$ cat src/rtl/phys_free_list_pkg.sv
// Shared physical-register constants and index type for the rename,
// dispatch and complete stages and the free pool.
package phys_free_list_pkg;

    localparam int NUM_PREG = 64;
    localparam int NUM_ARCH = 32;
    localparam int PREG_W   = $clog2(NUM_PREG);

    typedef logic [PREG_W-1:0] preg_t;

endpackage

$ cat src/rtl/phys_free_list_if.sv
// Rename/retire side of the physical-register free pool. The master is the
// pipeline (rename requests plus retire frees); the slave is the pool.
interface phys_free_list_if
    import phys_free_list_pkg::*;
#(
    parameter int IDX_W = phys_free_list_pkg::PREG_W
);

    logic             alloc_req_1;
    logic             alloc_req_2;
    logic             alloc_grant_1;
    logic             alloc_grant_2;
    logic [IDX_W-1:0] alloc_preg_1;
    logic [IDX_W-1:0] alloc_preg_2;
    logic             retire_flag_1;
    logic [IDX_W-1:0] fp_ind_1;
    logic             retire_flag_2;
    logic [IDX_W-1:0] fp_ind_2;
    logic [IDX_W:0]   free_count;
    logic             empty;
    logic             free_err;

    modport master (
        output alloc_req_1, alloc_req_2,
        output retire_flag_1, fp_ind_1, retire_flag_2, fp_ind_2,
        input  alloc_grant_1, alloc_grant_2, alloc_preg_1, alloc_preg_2,
        input  free_count, empty, free_err
    );

    modport slave (
        input  alloc_req_1, alloc_req_2,
        input  retire_flag_1, fp_ind_1, retire_flag_2, fp_ind_2,
        output alloc_grant_1, alloc_grant_2, alloc_preg_1, alloc_preg_2,
        output free_count, empty, free_err
    );

endinterface

$ cat src/rtl/phys_free_list.sv
// Physical-register free pool: circular buffer of free indices plus an in-pool
// bitmap, two allocations and two frees per cycle.
module phys_free_list
    import phys_free_list_pkg::*;
#(
    parameter int NUM_PREG = phys_free_list_pkg::NUM_PREG,
    parameter int NUM_ARCH = phys_free_list_pkg::NUM_ARCH,
    parameter int PREG_W   = phys_free_list_pkg::PREG_W
) (
    input  logic            clk,
    input  logic            rst,
    phys_free_list_if.slave pif
);

    typedef logic [PREG_W-1:0] idx_t;
    typedef logic [PREG_W:0]   cnt_t;

    idx_t                entries_r [NUM_PREG];
    idx_t                head_r;
    idx_t                tail_r;
    cnt_t                count_r;
    logic [NUM_PREG-1:0] in_pool_r;
    logic                empty_r;
    logic                free_err_r;

    logic                grant_1_s;
    logic                grant_2_s;
    idx_t                preg_1_s;
    idx_t                preg_2_s;
    logic                acc_1_s;
    logic                acc_2_s;
    logic                drop_s;
    idx_t                tail_2_s;
    cnt_t                count_next_s;
    logic [NUM_PREG-1:0] pool_next_s;

    // Grants, allocated indices and free acceptance from registered state only.
    always_comb begin
        grant_1_s = pif.alloc_req_1 && (count_r != {(PREG_W+1){1'b0}});
        if (pif.alloc_req_1) begin
            grant_2_s = pif.alloc_req_2 && (count_r >= cnt_t'(2));
        end else begin
            grant_2_s = pif.alloc_req_2 && (count_r != {(PREG_W+1){1'b0}});
        end
        preg_1_s = entries_r[head_r];
        preg_2_s = entries_r[head_r + idx_t'(grant_1_s)];

        // p0 backs x0: freeing it is neither accepted nor an error.
        acc_1_s = pif.retire_flag_1 && (pif.fp_ind_1 != {PREG_W{1'b0}})
                  && !in_pool_r[pif.fp_ind_1];
        acc_2_s = pif.retire_flag_2 && (pif.fp_ind_2 != {PREG_W{1'b0}})
                  && !in_pool_r[pif.fp_ind_2]
                  && !(acc_1_s && (pif.fp_ind_2 == pif.fp_ind_1));
        drop_s  = (pif.retire_flag_1 && (pif.fp_ind_1 != {PREG_W{1'b0}}) && !acc_1_s)
               || (pif.retire_flag_2 && (pif.fp_ind_2 != {PREG_W{1'b0}}) && !acc_2_s);

        tail_2_s     = tail_r + idx_t'(acc_1_s);
        count_next_s = count_r - cnt_t'(grant_1_s) - cnt_t'(grant_2_s)
                               + cnt_t'(acc_1_s) + cnt_t'(acc_2_s);

        // Granted and accepted indices are always distinct, so order is irrelevant.
        pool_next_s = in_pool_r;
        pool_next_s[preg_1_s]     = pool_next_s[preg_1_s] & ~grant_1_s;
        pool_next_s[preg_2_s]     = pool_next_s[preg_2_s] & ~grant_2_s;
        pool_next_s[pif.fp_ind_1] = pool_next_s[pif.fp_ind_1] | acc_1_s;
        pool_next_s[pif.fp_ind_2] = pool_next_s[pif.fp_ind_2] | acc_2_s;
    end

    assign pif.alloc_grant_1 = grant_1_s;
    assign pif.alloc_grant_2 = grant_2_s;
    assign pif.alloc_preg_1  = preg_1_s;
    assign pif.alloc_preg_2  = preg_2_s;
    assign pif.free_count    = count_r;
    assign pif.empty         = empty_r;
    assign pif.free_err      = free_err_r;

    // Buffer storage: reset preloads the unmapped registers, frees append at tail.
    always_ff @(posedge clk or posedge rst) begin
        if (rst) begin
            for (int i = 0; i < NUM_PREG; i++) begin
                if (i < NUM_PREG - NUM_ARCH) begin
                    entries_r[i] <= idx_t'(NUM_ARCH + i);
                end else begin
                    entries_r[i] <= {PREG_W{1'b0}};
                end
            end
        end else begin
            if (acc_1_s) begin
                entries_r[tail_r] <= pif.fp_ind_1;
            end
            if (acc_2_s) begin
                entries_r[tail_2_s] <= pif.fp_ind_2;
            end
        end
    end

    // Pointers, occupancy, bitmap and status flags.
    always_ff @(posedge clk or posedge rst) begin
        if (rst) begin
            head_r     <= {PREG_W{1'b0}};
            tail_r     <= idx_t'(NUM_PREG - NUM_ARCH);
            count_r    <= cnt_t'(NUM_PREG - NUM_ARCH);
            empty_r    <= 1'b0;
            free_err_r <= 1'b0;
            for (int i = 0; i < NUM_PREG; i++) begin
                in_pool_r[i] <= (i >= NUM_ARCH);
            end
        end else begin
            head_r     <= head_r + idx_t'(grant_1_s) + idx_t'(grant_2_s);
            tail_r     <= tail_2_s + idx_t'(acc_2_s);
            count_r    <= count_next_s;
            empty_r    <= (count_next_s == {(PREG_W+1){1'b0}});
            free_err_r <= free_err_r | drop_s;
            in_pool_r  <= pool_next_s;
        end
    end

endmodule

$ cat src/flat_wrapper.sv
// flat-port wrapper written by rule: the top's interface ports become plain ports
module phys_free_list_flat import phys_free_list_pkg::*;
#(
    parameter int NUM_PREG = phys_free_list_pkg::NUM_PREG,
    parameter int NUM_ARCH = phys_free_list_pkg::NUM_ARCH,
    parameter int PREG_W   = phys_free_list_pkg::PREG_W
)
  (clk, rst, pif_alloc_req_1, pif_alloc_req_2, pif_retire_flag_1, pif_fp_ind_1, pif_retire_flag_2, pif_fp_ind_2, pif_alloc_grant_1, pif_alloc_grant_2, pif_alloc_preg_1, pif_alloc_preg_2, pif_free_count, pif_empty, pif_free_err);
  phys_free_list_if #(.IDX_W(6)) pif_i ();
  input  logic clk;
  input  logic rst;
  input wire logic [$bits(pif_i.alloc_req_1)-1:0] pif_alloc_req_1;
  input wire logic [$bits(pif_i.alloc_req_2)-1:0] pif_alloc_req_2;
  input wire logic [$bits(pif_i.retire_flag_1)-1:0] pif_retire_flag_1;
  input wire logic [$bits(pif_i.fp_ind_1)-1:0] pif_fp_ind_1;
  input wire logic [$bits(pif_i.retire_flag_2)-1:0] pif_retire_flag_2;
  input wire logic [$bits(pif_i.fp_ind_2)-1:0] pif_fp_ind_2;
  output wire logic [$bits(pif_i.alloc_grant_1)-1:0] pif_alloc_grant_1;
  output wire logic [$bits(pif_i.alloc_grant_2)-1:0] pif_alloc_grant_2;
  output wire logic [$bits(pif_i.alloc_preg_1)-1:0] pif_alloc_preg_1;
  output wire logic [$bits(pif_i.alloc_preg_2)-1:0] pif_alloc_preg_2;
  output wire logic [$bits(pif_i.free_count)-1:0] pif_free_count;
  output wire logic [$bits(pif_i.empty)-1:0] pif_empty;
  output wire logic [$bits(pif_i.free_err)-1:0] pif_free_err;
  assign pif_i.alloc_req_1 = pif_alloc_req_1;
  assign pif_i.alloc_req_2 = pif_alloc_req_2;
  assign pif_i.retire_flag_1 = pif_retire_flag_1;
  assign pif_i.fp_ind_1 = pif_fp_ind_1;
  assign pif_i.retire_flag_2 = pif_retire_flag_2;
  assign pif_i.fp_ind_2 = pif_fp_ind_2;
  assign pif_alloc_grant_1 = pif_i.alloc_grant_1;
  assign pif_alloc_grant_2 = pif_i.alloc_grant_2;
  assign pif_alloc_preg_1 = pif_i.alloc_preg_1;
  assign pif_alloc_preg_2 = pif_i.alloc_preg_2;
  assign pif_free_count = pif_i.free_count;
  assign pif_empty = pif_i.empty;
  assign pif_free_err = pif_i.free_err;
  phys_free_list #(.NUM_PREG(NUM_PREG), .NUM_ARCH(NUM_ARCH), .PREG_W(PREG_W)) u_core (.clk(clk), .rst(rst), .pif(pif_i));
endmodule
$ cat config.mk
export PLATFORM = sky130hd
export DESIGN_NAME = phys_free_list_flat
export DESIGN_NICKNAME = d
export VERILOG_FILES = /design/src/rtl/phys_free_list_pkg.sv /design/src/rtl/phys_free_list_if.sv /design/src/rtl/phys_free_list.sv /design/src/flat_wrapper.sv
export SDC_FILE = /design/constraint.sdc
export NUM_CORES = 2
export LEC_CHECK = 0
export ABC_AREA = 1
export CAP_MARGIN = 25
export CELL_PAD_IN_SITES_DETAIL_PLACEMENT = 1
export CELL_PAD_IN_SITES_GLOBAL_PLACEMENT = 1
export CORE_MARGIN = 2
export CORE_UTILIZATION = 40
export CTS_BUF_LIST = sky130_fd_sc_hd__clkbuf_4 sky130_fd_sc_hd__clkbuf_8
export DETAILED_ROUTE_END_ITERATION = 16
export PLACE_DENSITY_LB_ADDON = 0.1
export SLEW_MARGIN = 25
export SYNTH_ARGS = -nofsm -noshare
export SYNTH_HDL_FRONTEND = slang
export SYNTH_SLANG_ARGS = --single-unit
$ cat constraint.sdc
create_clock -name clk -period 15.9 [get_ports clk]
set_clock_uncertainty 0.2 [all_clocks]
set_input_delay 2.385 -clock clk [delete_from_list [all_inputs] [get_ports clk]]
set_output_delay 2.385 -clock clk [all_outputs]
set_load 0.02 [all_outputs]
==> reports/qor_table.md <==
| Item | Value |
| --- | --- |
| Final design instance area without fill | 0.04105 mm2 |
| Total power per unit cell area | 267.1 mW/mm2 |
| Number of slew-limit violations in the final report | 0 |
| Vertical die dimension | 312.4 um |
| First-pass GRT wire length | 290600 um |
| Final weighted congestion in routability-driven placement | 1.001 |
| Relative contribution of the clock network to total power | 12.9% |
| DP HPWL | 130600 um |
| Layout overhead on the synthesized area | 7.931% |
| Effective utilization at floorplan | 40.21% |
| Share of the core filled with cells | 43.40% |
| # Post-CTS Setup Buffers | 0 |
| IO Count | 41 |
| Switching component of the power | 6.426 mW |
| Port buffer count | 40 |
| Critical Path Sink Type | flip-flop |
| Warnings, synthesis | 0 |
| Routed via count | 44110 |
| Number of search-and-repair iterations in the first detailed-routing pass | 6 |
| Pin count of the biggest net entering global routing | 154 |
| Fraction of final layout cells sized beyond drive strength 1 | 9.350% |
| Total clock buffers created by CTS | 94 |
| Fraction of power spent switching nets | 58.61% |
| Buffers & Inverters on Critical Path | 5 |
| Number of cells upsized or downsized after cts | 0 |
| Post-route worst hold slack | 0.2888 ns |
| Per-instance average area after synthesis | 6.459 um2 |
| Count of state elements after synthesis | 469 |
| Clock H-tree levels | 3 |
| Worst-skew pair later-pin latency | 0.81 ns |
| Slew headroom | 18.16% |
| Routed wire length | 196800 um |
| Most common cell after layout, fill and taps aside | sky130_fd_sc_hd__nand2_1 |
| Count of different cell masters after synthesis | 54 |
| Vias in the first global route | 43690 |
| Deepest clock path buffer count | 3 |
| Worst IR drop on VDD | 215.3 uV |
| Proportion of power drawn by flip-flops and latches | 22.1% |
| P_leak | 16.38 nW |
| CP max stage cell | sky130_fd_sc_hd__nor2_1 |
| GRT Util Overall | 39.56% |
| CTS sink count | 469 |
| Maximum fanout count along the critical path | 65 |
| CP peak stage delay | 0.85 ns |
| Area after detailed placement | 0.03894 mm2 |
| Number of DRC markers in iteration 0 | 4652 |
| Die X | 312.4 um |
| Share of power burned in combinational logic | 64.9% |
| Initial antenna violation count | 8 |
| Post-CTS clock slew at the launch and capture registers of the worst setup and hold paths | 0.07 ns |
| Total overflow reported by the global router | 0 |
| Post-synthesis sequential area ratio | 31.33% |
| Hold violation total from the final report | 0 |
| CP startpoint kind | primary input |
| Top flip-flop cell by instance count after synthesis | sky130_fd_sc_hd__dfrtp_1 |
| Combined area of the multi-input logic cells | 0.02314 mm2 |
| Final critical-path required period | 12.24 ns |
| Fraction of registers with async set/reset | 100.0% |
| Outcome | finished, final reports clean |
| Area of the mapped netlist | 0.03804 mm2 |
| Most used cells in the layout excluding fill and tap cells | sky130_fd_sc_hd__nand2_1 (1708), sky130_fd_sc_hd__o21ai_0 (685), sky130_fd_sc_hd__nand3_1 (545) |
| Root buffer selected by CTS | sky130_fd_sc_hd__clkbuf_8 |
| Row count | 113 |
| Remaining design rule violation count | 0 |
| Most prevalent standard cell on the critical path | sky130_fd_sc_hd__nand2_1 |
| Peak clock frequency supported by timing | 81.72 MHz |
| Die area | 0.09758 mm2 |
| Post-CTS Hold Buffers | 0 |
| Max-cap violations | 0 |
| Post-DRT Antenna Nets | 0 |
| Slew at the pin closest to its max-slew limit | 1.212 ns |
| Area of all sequential standard cells | 0.01193 mm2 |
| Post-Syn Instances | 5889 |
| Worst Path Arrival | 12.68 ns |
| EDFF count, synth | 0 |
| Floorplan core area | 0.09459 mm2 |
| Unrepaired setup endpoints after global routing | no |
| Endpoint required time on the critical path | 16.34 ns |
| Cell count after placement | 6813 |
| CP top delay family | simple AND/OR/NAND/NOR gates |
| Final routed wire length divided by cell count | 28.15 um |
| Via density | 6.309 |
| Worst min-delay path class | flip-flop to flip-flop |
| Filler cells | 12370 |
| Number of failing setup endpoints in the final timing report | 0 |
| Fin Setup TNS | 0 ns |
| Layout Cells excl Fill | 6991 |
| Internal portion of total power | 4.539 mW |
| Final layout net count | 5685 |
| Crit share post-route | 76.97% |
| CTS tree | yes |
| Classification of the worst setup path | primary input to flip-flop |
| Net count after synthesis | 5930 |
==> stage by stage <==
step,power [mW],setup slack [ns]
4_1_cts,10.71,4.113
3_5_place_dp,9.252,3.346
2_1_floorplan,6.617,0.4759
5_1_grt,11.53,3.123
6_report,10.96,3.663
3_3_place_gp,9.137,3.156
==> area by class of cell <==
class                   count  area share (%)
flip-flops and latches    469           29.05
clock buffers             167           4.882
clock inverters             7          0.1798
well taps                1265           3.855
inverters                 292           2.722
multi-input cells        4649           56.37
diodes                      4         0.02438
repair buffers            138           2.911
==> registers in the layout (all words and copies together), names as in the netlist <==
signal / cells
u_core.head_r: 6
u_core.tail_r: 6
u_core.pif.free_err: 1
u_core.pif.free_count: 7
u_core.in_pool_r: 64
u_core.entries_r: 384
u_core.pif.empty: 1
==> synth_stat cells, types with 2 or more instances <==
library cell	number	area, um2
sky130_fd_sc_hd__buf_1	9	33.78
sky130_fd_sc_hd__dfrtp_1	323	8083
sky130_fd_sc_hd__nor2_2	7	43.79
sky130_fd_sc_hd__a22o_1	3	26.28
sky130_fd_sc_hd__o221ai_1	18	157.7
sky130_fd_sc_hd__nand3_1	545	2728
sky130_fd_sc_hd__fa_1	3	60.06
sky130_fd_sc_hd__o311ai_1	3	26.28
sky130_fd_sc_hd__a21oi_1	207	1036
sky130_fd_sc_hd__a221oi_1	23	201.4
sky130_fd_sc_hd__o2111ai_1	10	87.58
sky130_fd_sc_hd__nor2_1	536	2012
sky130_fd_sc_hd__xor2_1	15	131.4
sky130_fd_sc_hd__o31ai_1	2	15.01
sky130_fd_sc_hd__buf_2	91	455.4
sky130_fd_sc_hd__ha_1	20	250.2
sky130_fd_sc_hd__o311ai_0	19	166.4
sky130_fd_sc_hd__xor2_2	2	32.53
sky130_fd_sc_hd__or4_1	2	15.01
sky130_fd_sc_hd__buf_6	14	157.7
sky130_fd_sc_hd__nand2_2	2	12.51
sky130_fd_sc_hd__buf_4	16	120.1
sky130_fd_sc_hd__nor4_1	4	25.02
sky130_fd_sc_hd__mux2i_1	2	20.02
sky130_fd_sc_hd__nand3b_1	98	735.7
sky130_fd_sc_hd__nand4_1	61	381.6
sky130_fd_sc_hd__dfstp_2	146	3836
sky130_fd_sc_hd__clkinv_1	17	63.81
sky130_fd_sc_hd__nand2_1	1708	6411
sky130_fd_sc_hd__o41ai_1	6	52.55
sky130_fd_sc_hd__o21ai_0	685	3428
sky130_fd_sc_hd__inv_1	259	972.2
sky130_fd_sc_hd__clkbuf_1	347	1303
sky130_fd_sc_hd__a211oi_1	19	142.6
sky130_fd_sc_hd__o22ai_1	34	212.7
sky130_fd_sc_hd__o211ai_1	63	473.0
sky130_fd_sc_hd__o21ai_1	61	305.3
sky130_fd_sc_hd__a221o_1	2	20.02
sky130_fd_sc_hd__inv_2	16	60.06
sky130_fd_sc_hd__o21a_1	384	2883
sky130_fd_sc_hd__mux2_2	39	439.2
sky130_fd_sc_hd__nor3_1	41	205.2
sky130_fd_sc_hd__a22oi_1	14	105.1
sky130_fd_sc_hd__clkbuf_2	2	10.01
sky130_fd_sc_hd__xnor2_1	2	17.52
==> final timing paths <==
kind	cells past startpoint	end	slack, ns	from
setup / recovery	42	u_core.in_pool_r[22]	3.66	pif_alloc_req_1
max in group asynchronous	4	u_core.entries_r[177]	11.60	rst
hold reg to reg	2	u_core.pif.free_err	0.29	u_core.pif.free_err
hold / removal	2	u_core.pif.free_err	0.29	u_core.pif.free_err
setup reg to reg	50	u_core.in_pool_r[22]	4.52	u_core.head_r[0]
min in group asynchronous	2	u_core.entries_r[132]	1.91	rst
==> power groups by stage <==
| stage | registers (mW) | logic [mW] | clock network, mW |
|---|---|---|---|
| 2_1_floorplan | 2.10 | 4.52 | 0 |
| 3_3_place_gp | 2.39 | 6.74 | 0 |
| 5_1_grt | 2.46 | 7.58 | 1.49 |
| 3_5_place_dp | 2.41 | 6.85 | 0 |
| 4_1_cts | 2.39 | 6.88 | 1.44 |
| 6_report | 2.43 | 7.12 | 1.42 |
==> metal layers <==
layer	share of wire, %	wire length [um]	track usage [%]
met4	6.8	13370	23.70
met5	0.033	65	0
met2	43	84110	59.57
met3	9.4	18580	8.912
met1	41	80680	51.76
==> tightest hold or removal path: cells and delay by family, from the launching register on <==
kind,cells,cell delay (ns)
AOI/OAI and AO/OA,2,0.11
DFF,1,0.34
==> cells by family after synthesis <==
group,Yosys count,share of synthesized area (%)
flip-flops,469,31.33
adder cells (fa/ha/maj),23,0.8158
buffers and inverters,771,8.348
multiplexers,41,1.207
AND/OR/NAND/NOR,3008,33.16
XOR/XNOR,19,0.4770
AO/OA/AOI/OAI,1558,24.65
Power figures use the tool's default switching activity.
